**src/rtl/dot_product_acc.sv**
```systemverilog
// dot_product_acc: sums every LEN product beats into one result and queues
// results in a 2-entry valid/ready FIFO. Optional macro: DOT_ACC_LAST_EN.
module dot_product_acc #(
    parameter int PROD_W = 8,
    parameter int LEN    = 4,
    parameter int ACC_W  = 10
) (
    input  logic              clk,
    input  logic              rst_n,
    input  logic [PROD_W-1:0] prod_in,
    input  logic              prod_valid,
`ifdef DOT_ACC_LAST_EN
    input  logic              prod_last,
`endif
    input  logic              clear,
    output logic [ACC_W-1:0]  sum_out,
    output logic              sum_valid,
    input  logic              sum_ready,
    output logic              overflow
);

    localparam int CNT_W = (LEN > 1) ? $clog2(LEN) : 1;
    localparam logic [CNT_W-1:0] LAST_CNT = CNT_W'(LEN - 1);

    logic [ACC_W-1:0] acc_q, acc_d;
    logic [CNT_W-1:0] cnt_q, cnt_d;
    logic [ACC_W-1:0] head_q, head_d;
    logic [ACC_W-1:0] tail_q, tail_d;
    logic [1:0]       occ_q, occ_d;
    logic             ovf_q, ovf_d;

    logic [ACC_W-1:0] prod_ext;
    logic [ACC_W-1:0] acc_sum;
    logic             last_beat;
    logic             close_grp;
    logic             push;
    logic             pop;
    logic             drop;

    // Product widened (or trimmed) to the accumulator width.
    if (PROD_W >= ACC_W) begin : g_trim
        assign prod_ext = prod_in[ACC_W-1:0];
    end else begin : g_ext
        assign prod_ext = {{(ACC_W-PROD_W){1'b0}}, prod_in};
    end

`ifdef DOT_ACC_LAST_EN
    assign last_beat = prod_last;
`else
    assign last_beat = 1'b0;
`endif

    // Wrapping sum; also the value pushed on a closing beat.
    assign acc_sum   = acc_q + prod_ext;
    assign close_grp = (cnt_q == LAST_CNT) || last_beat;
    assign pop       = (occ_q != 2'd0) && sum_ready;

    // Group accumulation; clear wins over a coincident beat.
    always_comb begin
        acc_d = acc_q;
        cnt_d = cnt_q;
        push  = 1'b0;
        if (clear) begin
            acc_d = '0;
            cnt_d = '0;
        end else if (prod_valid) begin
            if (close_grp) begin
                push  = 1'b1;
                acc_d = '0;
                cnt_d = '0;
            end else begin
                acc_d = acc_sum;
                cnt_d = cnt_q + 1'b1;
            end
        end
    end

    // Two-entry result queue; a pop frees a slot before the push lands.
    always_comb begin
        head_d = head_q;
        tail_d = tail_q;
        occ_d  = occ_q;
        drop   = 1'b0;
        unique case (occ_q)
            2'd0: begin
                if (push) begin
                    head_d = acc_sum;
                    occ_d  = 2'd1;
                end
            end
            2'd1: begin
                if (push && pop) begin
                    head_d = acc_sum;
                end else if (push) begin
                    tail_d = acc_sum;
                    occ_d  = 2'd2;
                end else if (pop) begin
                    head_d = '0;
                    occ_d  = 2'd0;
                end
            end
            2'd2: begin
                if (pop) begin
                    head_d = tail_q;
                    tail_d = push ? acc_sum : '0;
                    occ_d  = push ? 2'd2 : 2'd1;
                end else if (push) begin
                    drop = 1'b1;
                end
            end
            default: begin
                head_d = '0;
                tail_d = '0;
                occ_d  = 2'd0;
            end
        endcase
    end

    // Sticky overflow: set by a dropped result, cleared only by clear.
    always_comb begin
        ovf_d = ovf_q;
        if (clear) begin
            ovf_d = 1'b0;
        end else if (drop) begin
            ovf_d = 1'b1;
        end
    end

    // State registers.
    always_ff @(posedge clk or negedge rst_n) begin
        if (!rst_n) begin
            acc_q  <= '0;
            cnt_q  <= '0;
            head_q <= '0;
            tail_q <= '0;
            occ_q  <= 2'd0;
            ovf_q  <= 1'b0;
        end else begin
            acc_q  <= acc_d;
            cnt_q  <= cnt_d;
            head_q <= head_d;
            tail_q <= tail_d;
            occ_q  <= occ_d;
            ovf_q  <= ovf_d;
        end
    end

    // Head register is zeroed whenever the queue drains, so it is the output.
    assign sum_out   = head_q;
    assign sum_valid = (occ_q != 2'd0);
    assign overflow  = ovf_q;

endmodule

```
**config.mk**
```make
export PLATFORM = sky130hd
export DESIGN_NAME = dot_product_acc
export DESIGN_NICKNAME = d
export VERILOG_FILES = /design/src/rtl/dot_product_acc.sv
export SDC_FILE = /design/constraint.sdc
export NUM_CORES = 1
export LEC_CHECK = 0
export ABC_AREA = 1
export BUFFER_PORTS_ARGS = -buffer_cell sky130_fd_sc_hd__buf_2
export CORE_UTILIZATION = 45
export DETAILED_ROUTE_END_ITERATION = 10
export SYNTH_ARGS = -nofsm -noshare
export SYNTH_HDL_FRONTEND = slang
export SYNTH_SLANG_ARGS = --single-unit
```
**constraint.sdc**
```tcl
create_clock -name clk -period 2.15 [get_ports clk]
set_input_delay 0.3225 -clock clk [delete_from_list [all_inputs] [get_ports clk]]
set_output_delay 0.3225 -clock clk [all_outputs]
set_load 0.02 [all_outputs]
```
==> reports/metrics.cfg <==
[run_status]
status=finished clean

[worst_setup_path]
path_cells=ha_1, inv_1, fa_1, nand3b_1, nand2_1, nand2_1, nand3b_1, nand2_1, o21ai_0, nand2_1, nand2_1
cp_max_fo=3
cp_common_cell=nand2_1
critPathKind=flop to flop
cp-start-kind=flop
max_stage_delay_ns=0.39
ff2ff_path_depth=11
end_kind=flop
arrival_ns=2.13
slowest_stage=fa_1
cp.required_ns=2.38

[global_routing]
grt_antenna_before_repair=0
grt_pass1_vias=1741
grt-ovfl-total=0
grt_max_degree=36
grtUsageTotal=0.201
grt_pass1_wl_mm=7.74

[detailed_routing]
drt_iter0_markers=60
routedWlPerCell_um=12.7
drc_errors=0
dr.pass1.iters=4
vias=1700
vias_per_cell=5.09
antenna_left=0
postRouteWirelength_mm=4.24

[timing]
fin_ws_ns=0.247
final-max-slew-violation-count=0
fmax_mhz=525
hold_slack_ns=0.111
relSlewSlack=0.472
rsz0062_at_grt=no
hold_violations=0
period_needed_ns=1.90
skew_ns=0.00233
period_share=0.885
setup_violations=0
tightest_slew_ns=0.792
tns_ns=0

[cts]
ctsResizeCount=0
post_cts_buffers=0
cts_tree=done
clk_pin_slew_worst_paths_ns=0.07
clk_path_buf_depth=2
cts_buffers=5
ctsHtreeMaxLevel=2
cts_hold_buf=0
cts_sinks=35
clkLatencyLatePin_ns=0.29
root_buffer=clkbuf_8

[yosys]
synth_edf_count=0
synth_compound_area_frac=0.161
synth_common_cells=79 x nand2_1, 35 x dfrtp_1, 28 x inv_1
synth.net_count=278
syn_inst=251
syn_avg_cell_area_sq_um=8.23
synth_simple_gate_area_share=0.242
synth-adder-area-share=0.0884
synth_xor_area_frac=0.0127
yosysSeqAreaShare=0.424
synthFlopType=dfrtp_1
muxShareOfSynthArea=0
yosysTopAreaCellShare=0.424
async_reset_ff_frac=1.00
synthMostInstantiatedCell=nand2_1
synth_top_family_by_area=simple AND/OR/NAND/NOR gates
ys_top_cells_by_area=dfrtp_1 42%, nand2_1 14%, ha_1 7.9%
synth.largest_area_cell=dfrtp_1
syn_area_sq_um=2070
synthDistinctLibCells=32
yosys_warnings=0
synth-seq-cells=35

[final_layout]
final_layout_size_suffix_gt1_frac=0.223
stdcell_count=334
finalNetCount=308
fin_util=0.533
syn2layout_area_growth_pct=13.1
diodes=0

[floorplanning]
rows=24
die_x_um=69.8
num_io_pins=25
core-area_sq_um=4380
fp.dieH_um=69.8
initial_utilization=0.471
dieArea_sq_um=4870

[run]
cap_violations=0

[place]
dp.cells=326
gp_congestion=0.766
dpl_worst_slack_ns=0.177
dpl.hpwl_mm=3.16
port_buffers=24

[power_and_ir_drop]
p_leak_nw=1.23
ir_drop_v=0.000573
p_per_area_nw_per_um2=1100

[min_path]
worstHoldPathType=input pin to async pin

==> routing by layer <==
metal  vias to the layer above  GRT usage  routed length (um)
met5                         -          0                   0
met3                         7     0.0451                 123
met2                        22      0.335                2090
met1                       793      0.257                1970
met4                         0     0.0667                  60
li1                        878          -                   -
==> path summary, 6_finish.rpt <==
kind                                        startpoint                     end  slack [ns]
worst max-delay path              acc_q[0]$_DFFE_PN0P_  sum_out[6]$_DFFE_PN0P_        0.25
worst min-delay path                             rst_n    acc_q[7]$_DFFE_PN0P_        0.11
worst max register to register    acc_q[0]$_DFFE_PN0P_  sum_out[6]$_DFFE_PN0P_        0.25
worst min register to register  sum_out[3]$_DFFE_PN0P_  sum_out[3]$_DFFE_PN0P_        0.48
max in group asynchronous                        rst_n   tail_q[2]$_DFFE_PN0P_        1.54
min in group clk                            prod_valid    cnt_q[1]$_DFFE_PN0P_        0.32
==> cells in the final DEF (no fill, tap or decap), types with 8 or more instances in the layout <==
| master | count |
|---|---|
| nand2_1 | 79 |
| dfrtp_1 | 35 |
| inv_1 | 28 |
| buf_2 | 24 |
| ha_1 | 13 |
| o21ai_2 | 12 |
| nand3_1 | 11 |
| nor2_1 | 10 |
| o22ai_1 | 10 |
| o21ai_0 | 8 |
==> per-stage QoR <==
stage / total power [W] / area [sq um]
global placement: 0.00211 / 2250
global route: 0.00280 / 2340
detailed placement: 0.00212 / 2250
finish: 0.00256 / 2340
CTS: 0.00261 / 2340
floorplan: 0.00182 / 2070
==> layout make-up <==
cell class	instances	area [sq um]
repair buffers	25	128
clock buffers	6	72.6
flip-flops and latches	35	876
multi-input cells	177	1040
fillers	439	2050
well taps	52	65.1
clock inverters	2	12.5
inverters	37	141
==> report_power, final <==
part	total, W	leakage [nW]	switching, W	internal, W
Combinational	0.00114	0.723	0.000751	0.000385
Sequential	0.000950	0.468	0.000100	0.000850
Clock	0.000477	0.0412	0.000250	0.000226
Total	0.00256	1.23	0.00110	0.00146
==> cells by family (layout without fill, tap and decap cells) <==
logic type | after synthesis | count (layout)
fa+ha+maj | 14 | 14
simple gates | 113 | 113
compound gates | 47 | 47
buf+inv | 39 | 70
xor+xnor | 3 | 3
flops | 35 | 35
==> flip-flops by register name, summed over array words and instances (netlist names) <==
register,flops
tail_q,10
sum_out,10
occ_q,2
acc_q,10
cnt_q,2
overflow,1
==> worst max-delay path: cells and delay by family, from the launching register on <==
kind / cells / cell delay [ns]
adders and majority gates: 2 / 0.58
DFF: 1 / 0.35
buffers and inverters: 1 / 0.06
AOI/OAI and AO/OA: 1 / 0.16
and+or+nand+nor: 7 / 0.69
Power figures use the tool's default switching activity.
